**config.mk**
```make
export PLATFORM = sky130hd
export DESIGN_NAME = prestore_pack
export DESIGN_NICKNAME = d
export VERILOG_FILES = /design/src/rtl/prestore_pack_pkg.sv /design/src/rtl/prestore_pack_stat.sv /design/src/rtl/prestore_pack.sv
export SDC_FILE = /design/constraint.sdc
export NUM_CORES = 1
export LEC_CHECK = 0
export ABC_AREA = 1
export BUFFER_PORTS_ARGS = -buffer_cell sky130_fd_sc_hd__buf_2
export CORE_MARGIN = 4
export CORE_UTILIZATION = 58
export CTS_BUF_LIST = sky130_fd_sc_hd__clkbuf_2
export DETAILED_ROUTE_END_ITERATION = 7
export GPL_TIMING_DRIVEN = 1
export MAX_ROUTING_LAYER = met4
export PLACE_DENSITY = 0.85
export RECOVER_POWER = 100
export SYNTH_ARGS = -nofsm -noshare
export SYNTH_HDL_FRONTEND = slang
export SYNTH_SLANG_ARGS = --single-unit
```
**constraint.sdc**
```tcl
create_clock -name clk -period 2.4 [get_ports clk]
set_clock_uncertainty 0.1 [all_clocks]
set_input_delay 0.48 -clock clk [delete_from_list [all_inputs] [get_ports clk]]
set_output_delay 0.48 -clock clk [all_outputs]
set_load 0.02 [all_outputs]
```
**src/rtl/prestore_pack_pkg.sv**
```systemverilog
// Purpose: shared types and constants for the prestore sample packer and its correlator-side unpacker.
// Latency: n/a (declarations only).
// Backpressure: n/a.
package prestore_pack_pkg;

    typedef enum logic [1:0] {
        IDLE  = 2'd0,
        ARMED = 2'd1,
        FILL  = 2'd2,
        DONE  = 2'd3
    } prestore_pack_state_t;

    localparam int SAMPLES_PER_WORD = 8;
    localparam int BITS_PER_SAMPLE  = 4;
    localparam int WORD_WIDTH       = SAMPLES_PER_WORD * BITS_PER_SAMPLE;

    // Sample index counter: one count per sample slot in a word
    localparam int              IDX_WIDTH = 3;
    localparam logic [IDX_WIDTH-1:0] LAST_IDX = 3'd7;

    // Bit positions of each prestore bit inside a 4-bit sample nibble
    localparam int BIT_I_SIG = 0;
    localparam int BIT_I_MAG = 1;
    localparam int BIT_Q_SIG = 2;
    localparam int BIT_Q_MAG = 3;

    function automatic logic [BITS_PER_SAMPLE-1:0] pack_sample(
        input logic i_sig,
        input logic i_mag,
        input logic q_sig,
        input logic q_mag
    );
        logic [BITS_PER_SAMPLE-1:0] s;
        s            = '0;
        s[BIT_I_SIG] = i_sig;
        s[BIT_I_MAG] = i_mag;
        s[BIT_Q_SIG] = q_sig;
        s[BIT_Q_MAG] = q_mag;
        return s;
    endfunction

endpackage

```
**src/rtl/prestore_pack_stat.sv**
```systemverilog
// Purpose: counts I sign and I magnitude ones over every word written to sample RAM.
// Latency: counters reflect a written word one cycle after its write strobe.
// Backpressure: none; accepts a word every cycle, clear has priority over accumulate.
module prestore_pack_stat
    import prestore_pack_pkg::*;
#(
    parameter int ADDR_WIDTH = 12
) (
    input  logic                    clk,
    input  logic                    resetn,
    input  logic                    clear,
    input  logic                    word_vld,
    input  logic [WORD_WIDTH-1:0]   word_dat,
    output logic [ADDR_WIDTH+3:0]   sig_ones,
    output logic [ADDR_WIDTH+3:0]   mag_ones
);

    logic [3:0] sig_cnt;
    logic [3:0] mag_cnt;

    // Population count of I sign / I magnitude bits across the eight samples of a word
    always_comb begin
        sig_cnt = '0;
        mag_cnt = '0;
        for (int k = 0; k < SAMPLES_PER_WORD; k++) begin
            sig_cnt = sig_cnt + {3'b000, word_dat[k*BITS_PER_SAMPLE+BIT_I_SIG]};
            mag_cnt = mag_cnt + {3'b000, word_dat[k*BITS_PER_SAMPLE+BIT_I_MAG]};
        end
    end

    // Accumulate per written word; a new arm restarts the statistics
    always_ff @(posedge clk or negedge resetn) begin
        if (!resetn) begin
            sig_ones <= '0;
            mag_ones <= '0;
        end else if (clear) begin
            sig_ones <= '0;
            mag_ones <= '0;
        end else if (word_vld) begin
            sig_ones <= sig_ones + {{ADDR_WIDTH{1'b0}}, sig_cnt};
            mag_ones <= mag_ones + {{ADDR_WIDTH{1'b0}}, mag_cnt};
        end
    end

endmodule

```
**src/rtl/prestore_pack.sv**
```systemverilog
// Purpose: packs epoch-aligned prestore sig/mag samples 8-per-word into sample RAM; PRESTORE_PACK_STAT_EN adds sig/mag statistics.
// Latency: write strobe one cycle after the 8th valid; done one cycle after the final write.
// Backpressure: none; accepts a sample every cycle, arm aborts any capture in progress.
module prestore_pack
    import prestore_pack_pkg::*;
#(
    parameter int ADDR_WIDTH = 12
) (
    input  logic                    clk,
    input  logic                    resetn,
    input  logic                    ms_epoch,
    input  logic                    valid,
    input  logic                    I_sum_sig,
    input  logic                    I_sum_mag,
    input  logic                    Q_sum_sig,
    input  logic                    Q_sum_mag,
    input  logic                    arm,
    input  logic [ADDR_WIDTH:0]     len_words,
    output logic                    mem_we,
    output logic [ADDR_WIDTH-1:0]   mem_addr,
    output logic [WORD_WIDTH-1:0]   mem_wdata,
    output logic                    busy,
    output logic                    done,
    output logic [ADDR_WIDTH:0]     words_written
`ifdef PRESTORE_PACK_STAT_EN
    ,
    output logic [ADDR_WIDTH+3:0]   sig_ones,
    output logic [ADDR_WIDTH+3:0]   mag_ones
`endif
);

    localparam int PACK_W = WORD_WIDTH - BITS_PER_SAMPLE;

    prestore_pack_state_t state, state_nxt;

    logic [ADDR_WIDTH:0]        len_q;
    logic [IDX_WIDTH-1:0]       idx;
    logic [PACK_W-1:0]          pack_q;     // first seven samples of the word in progress
    logic [BITS_PER_SAMPLE-1:0] sample;
    logic                       take;
    logic                       last_word;

    assign sample = pack_sample(I_sum_sig, I_sum_mag, Q_sum_sig, Q_sum_mag);

    // A sample counts in FILL, or in ARMED on the epoch cycle itself (it becomes sample 0)
    assign take = valid && !arm &&
                  ((state == FILL) || ((state == ARMED) && ms_epoch));

    // The write now on the bus completes the requested length
    assign last_word = mem_we &&
                       ((words_written + {{ADDR_WIDTH{1'b0}}, 1'b1}) == len_q);

    assign busy = (state == ARMED) || (state == FILL);
    assign done = (state == DONE);

    // State register
    always_ff @(posedge clk or negedge resetn) begin
        if (!resetn) begin
            state <= IDLE;
        end else begin
            state <= state_nxt;
        end
    end

    // Next state: arm restarts from any state, zero length completes immediately
    always_comb begin
        state_nxt = state;
        if (arm) begin
            state_nxt = (len_words == '0) ? DONE : ARMED;
        end else begin
            case (state)
                ARMED:   if (ms_epoch)  state_nxt = FILL;
                FILL:    if (last_word) state_nxt = DONE;
                default: state_nxt = state;
            endcase
        end
    end

    // Datapath: shift samples in, emit a registered write on every 8th, advance address after the write
    always_ff @(posedge clk or negedge resetn) begin
        if (!resetn) begin
            len_q         <= '0;
            idx           <= '0;
            pack_q        <= '0;
            mem_we        <= 1'b0;
            mem_addr      <= '0;
            mem_wdata     <= '0;
            words_written <= '0;
        end else begin
            mem_we <= 1'b0;
            if (arm) begin
                len_q         <= len_words;
                idx           <= '0;
                mem_addr      <= '0;
                words_written <= '0;
            end else begin
                if (take) begin
                    idx    <= idx + {{(IDX_WIDTH-1){1'b0}}, 1'b1};
                    pack_q <= {sample, pack_q[PACK_W-1:BITS_PER_SAMPLE]};
                    if (idx == LAST_IDX) begin
                        mem_we    <= 1'b1;
                        mem_wdata <= {sample, pack_q};
                    end
                end
                if (mem_we) begin
                    mem_addr      <= mem_addr + {{(ADDR_WIDTH-1){1'b0}}, 1'b1};
                    words_written <= words_written + {{ADDR_WIDTH{1'b0}}, 1'b1};
                end
            end
        end
    end

`ifdef PRESTORE_PACK_STAT_EN
    prestore_pack_stat #(
        .ADDR_WIDTH (ADDR_WIDTH)
    ) u_stat (
        .clk      (clk),
        .resetn   (resetn),
        .clear    (arm),
        .word_vld (mem_we),
        .word_dat (mem_wdata),
        .sig_ones (sig_ones),
        .mag_ones (mag_ones)
    );
`endif

endmodule

```
==> results.json <==
{
  "switching_share": 0.3358,
  "synth_enable_flop_cells": 0,
  "row_count": 32,
  "post_synth.cell_area_avg_um2": 8.418,
  "yosysSeqAreaShare": 0.5600,
  "run_status": "finished clean",
  "cts_max_level": 3,
  "nets": 673,
  "clkSinkCount": 104,
  "dominant_cells_by_area_after_synthesis": "dfrtp_1, nand2_1, o21ai_0",
  "dpl_cells": 724,
  "final-setup-viol-count": 0,
  "detail_route.vias_per_cell": 5.196,
  "grt_overflow": 0,
  "cp.required_ns": 1.82,
  "floorplan.die_area_um2": 9508,
  "timing_max_transition_violations_final": 0,
  "critical-path-top-cell-by-count": "inv_1",
  "crit_path_end_kind": "output pin",
  "cp_slowest_cell": "dfrtp_1",
  "hold_path_class": "in2reg",
  "largest_incremental_delay_on_the_critical_path_ns": 0.47,
  "pwr-share-seq": 0.590,
  "design_area_um2": 5321,
  "core_um2": 7767,
  "slew_headroom": 0.1871,
  "p_sw_uw": 1201,
  "ir_drop_mv": 0.5402,
  "grt_use_total": 0.2419,
  "vias_in_the_first_global_route": 3932,
  "synth_warnings": 0,
  "yosysTopAreaCellShare": 0.5600,
  "finalHoldViolCount": 0,
  "first_pass_grt_wire_length_mm": 18.24,
  "drt_first_iter_violations": 186,
  "first_pass_iters": 5,
  "fill_cells": 693,
  "place_congestion": 0.9885,
  "buffer_ports.inserted": 81,
  "instances_no_fill": 751,
  "slew_worst_pin_ns": 1.219,
  "netlist_area_um2": 4647,
  "synth_cells": 552,
  "drive_above_1_share": 0.08783,
  "dpl.hpwl_mm": 7.699,
  "rsz0062_at_grt": "false",
  "synth_nets": 581,
  "path_class": "reg2out",
  "power_frac_comb": 0.167,
  "floorplan.die.height_um": 97.51,
  "tritoncts.num_buffers": 9,
  "route.detailed.wl_per_inst_um": 13.95,
  "worst_skew_pair.late_latency_ns": 0.58,
  "synthTopCellsByCount": "nand2_1, dfrtp_1, o21ai_0",
  "route.antenna.remaining_nets": 0,
  "async_reset_ff_frac": 1.000,
  "die_x_um": 97.51,
  "timing.reg2reg.worst_path_depth": 11,
  "area_growth_pct": 14.51,
  "p_leak_uw": 0.002669,
  "clock_tree.buffer_depth": 2,
  "timing.final.crit_share": 0.9115,
  "total_cell_area_at_the_placement_stage_um2": 5195,
  "final-seq-area_um2": 2603,
  "synth_most_common_cell": "nand2_1",
  "crit_path_max_fanout": 4,
  "power.density_nw_per_um2": 672.1,
  "yosys_reg_bits": 104,
  "setup_total_negative_slack_ns": 0,
  "reg_clk_slew_reported_paths_ns": 0.33,
  "post_cts_resize_count": 0,
  "synth_area_leader_cell": "dfrtp_1",
  "synth.lib_cells_used.distinct": 25,
  "post_cts.repair.setup_buffers": 0,
  "clock_power_share": 0.242,
  "fmax_mhz": 457.1,
  "final_core_util": 0.6851,
  "layout_min_cycle_time_ns": 2.188,
  "cts_root_buffer": "clkbuf_2",
  "drc_violation_count_after_routing": 0,
  "number_of_antenna_violations_at_the_first_check_in_global_routing": 0,
  "design.portCount": 82,
  "ordered_list_of_cells_on_the_worst_path": "inv_1 -> ha_1 -> inv_1 -> clkbuf_2",
  "data_arrival_time_of_the_worst_path_ns": 1.61,
  "worstSetupStartpointType": "flip-flop",
  "starting_density_of_the_core": 0.5983,
  "maximum_number_of_pins_on_one_net_before_global_route_repair": 62,
  "diodes": 0,
  "max-cap-violations": 0,
  "tritoncts": "built",
  "multiInputGateArea_um2": 1683,
  "timing.hold.worst_path_depth": 3,
  "postSynth.topFlopCell": "dfrtp_1",
  "vias": 3902,
  "cell_internal_pwr_uw": 2375,
  "wl_mm": 10.47
}
-- metal layers --
metal | vias up | global-route usage | wire, um
met3 | 9 | 0.05671 | 732
li1 | 1937 | - | -
met5 | - | - | 0
met1 | 1835 | 0.2997 | 4447
met4 | 0 | 0.04579 | 82
met2 | 121 | 0.4112 | 5210
-- area by class of cell --
| class | count | share of cell area |
|---|---|---|
| clock buffers | 9 | 0.008465 |
| clock inverters | 7 | 0.01716 |
| multi-input cells | 353 | 0.3162 |
| well taps | 102 | 0.02398 |
| flip-flops and latches | 104 | 0.4891 |
| inverters | 77 | 0.05431 |
| repair buffers | 99 | 0.09076 |
-- flip-flops by register name, summed over array words and instances (netlist names) --
register / count
mem_wdata: 32
pack_q: 28
len_q: 13
words_written: 13
mem_addr: 12
idx: 3
state: 2
mem_we: 1
-- power by group through the flow --
stage | Clock, uW | Sequential (uW) | Combinational (uW)
detailed placement | 0 | 2140 | 607
global route | 961 | 2140 | 718
global placement | 0 | 2130 | 569
finish | 867 | 2110 | 599
floorplan | 0 | 2100 | 406
CTS | 891 | 2110 | 623
-- timing repair --
| item | CTS | global route |
|---|---|---|
| hold buffers | 10 | 1 |
| hold endpoints to repair | 50 | 1 |
| endpoints found under the setup margin | 0 | 0 |
-- final timing paths --
path,endpoint,slack [ns],start
min,pack_q[26]$_DFFE_PN0P_,0.06,Q_sum_sig
min reg2reg,mem_wdata[0]$_DFFE_PN0P_,0.39,pack_q[0]$_DFFE_PN0P_
max reg2reg,mem_wdata[2]$_DFFE_PN0P_,0.30,state[0]$_DFFE_PN0P_
max,busy,0.21,state[0]$_DFFE_PN0P_
max in group asynchronous,pack_q[3]$_DFFE_PN0P_,0.41,resetn
min in group asynchronous,mem_addr[3]$_DFFE_PN0P_,0.47,resetn
-- stage by stage --
step                power, uW  setup WS, ns  hold WS (ns)
finish                   3577        0.2124       0.05585
global route             3820       0.05995      0.008904
CTS                      3626        0.1691     0.0003686
detailed placement       2750        0.3986        0.3681
global placement         2701        0.4804        0.3495
floorplan                2507        0.4534       0.08441
-- cell families after synthesis --
group | share of synthesized area
flip-flops | 0.5600
adder cells (fa/ha/maj) | 0.01885
AO/OA/AOI/OAI | 0.1160
AND/OR/NAND/NOR | 0.2278
buffers and inverters | 0.07727
-- placed cells by master (no fill, tap or decap), types with 3 or more instances in the layout --
cell type,instances
nand2_2,5
o21ai_0,80
dlygate4sd3_1,11
clkinv_8,3
dfrtp_1,104
nor3_1,5
inv_1,76
inv_6,3
nor2_1,24
a21oi_1,8
nand3_1,29
buf_2,20
nand4_1,7
nand2_1,164
clkbuf_2,11
clkbuf_1,62
nand2_4,3
o22ai_1,9
ha_1,7
-- critical path, delay by kind of cell, from the launching register on --
family | cells | cell delay (ns)
DFF | 1 | 0.47
adders and majority gates | 1 | 0.29
buffers and inverters | 3 | 0.28
No activity file was read; power rests on OpenSTA's default activity.
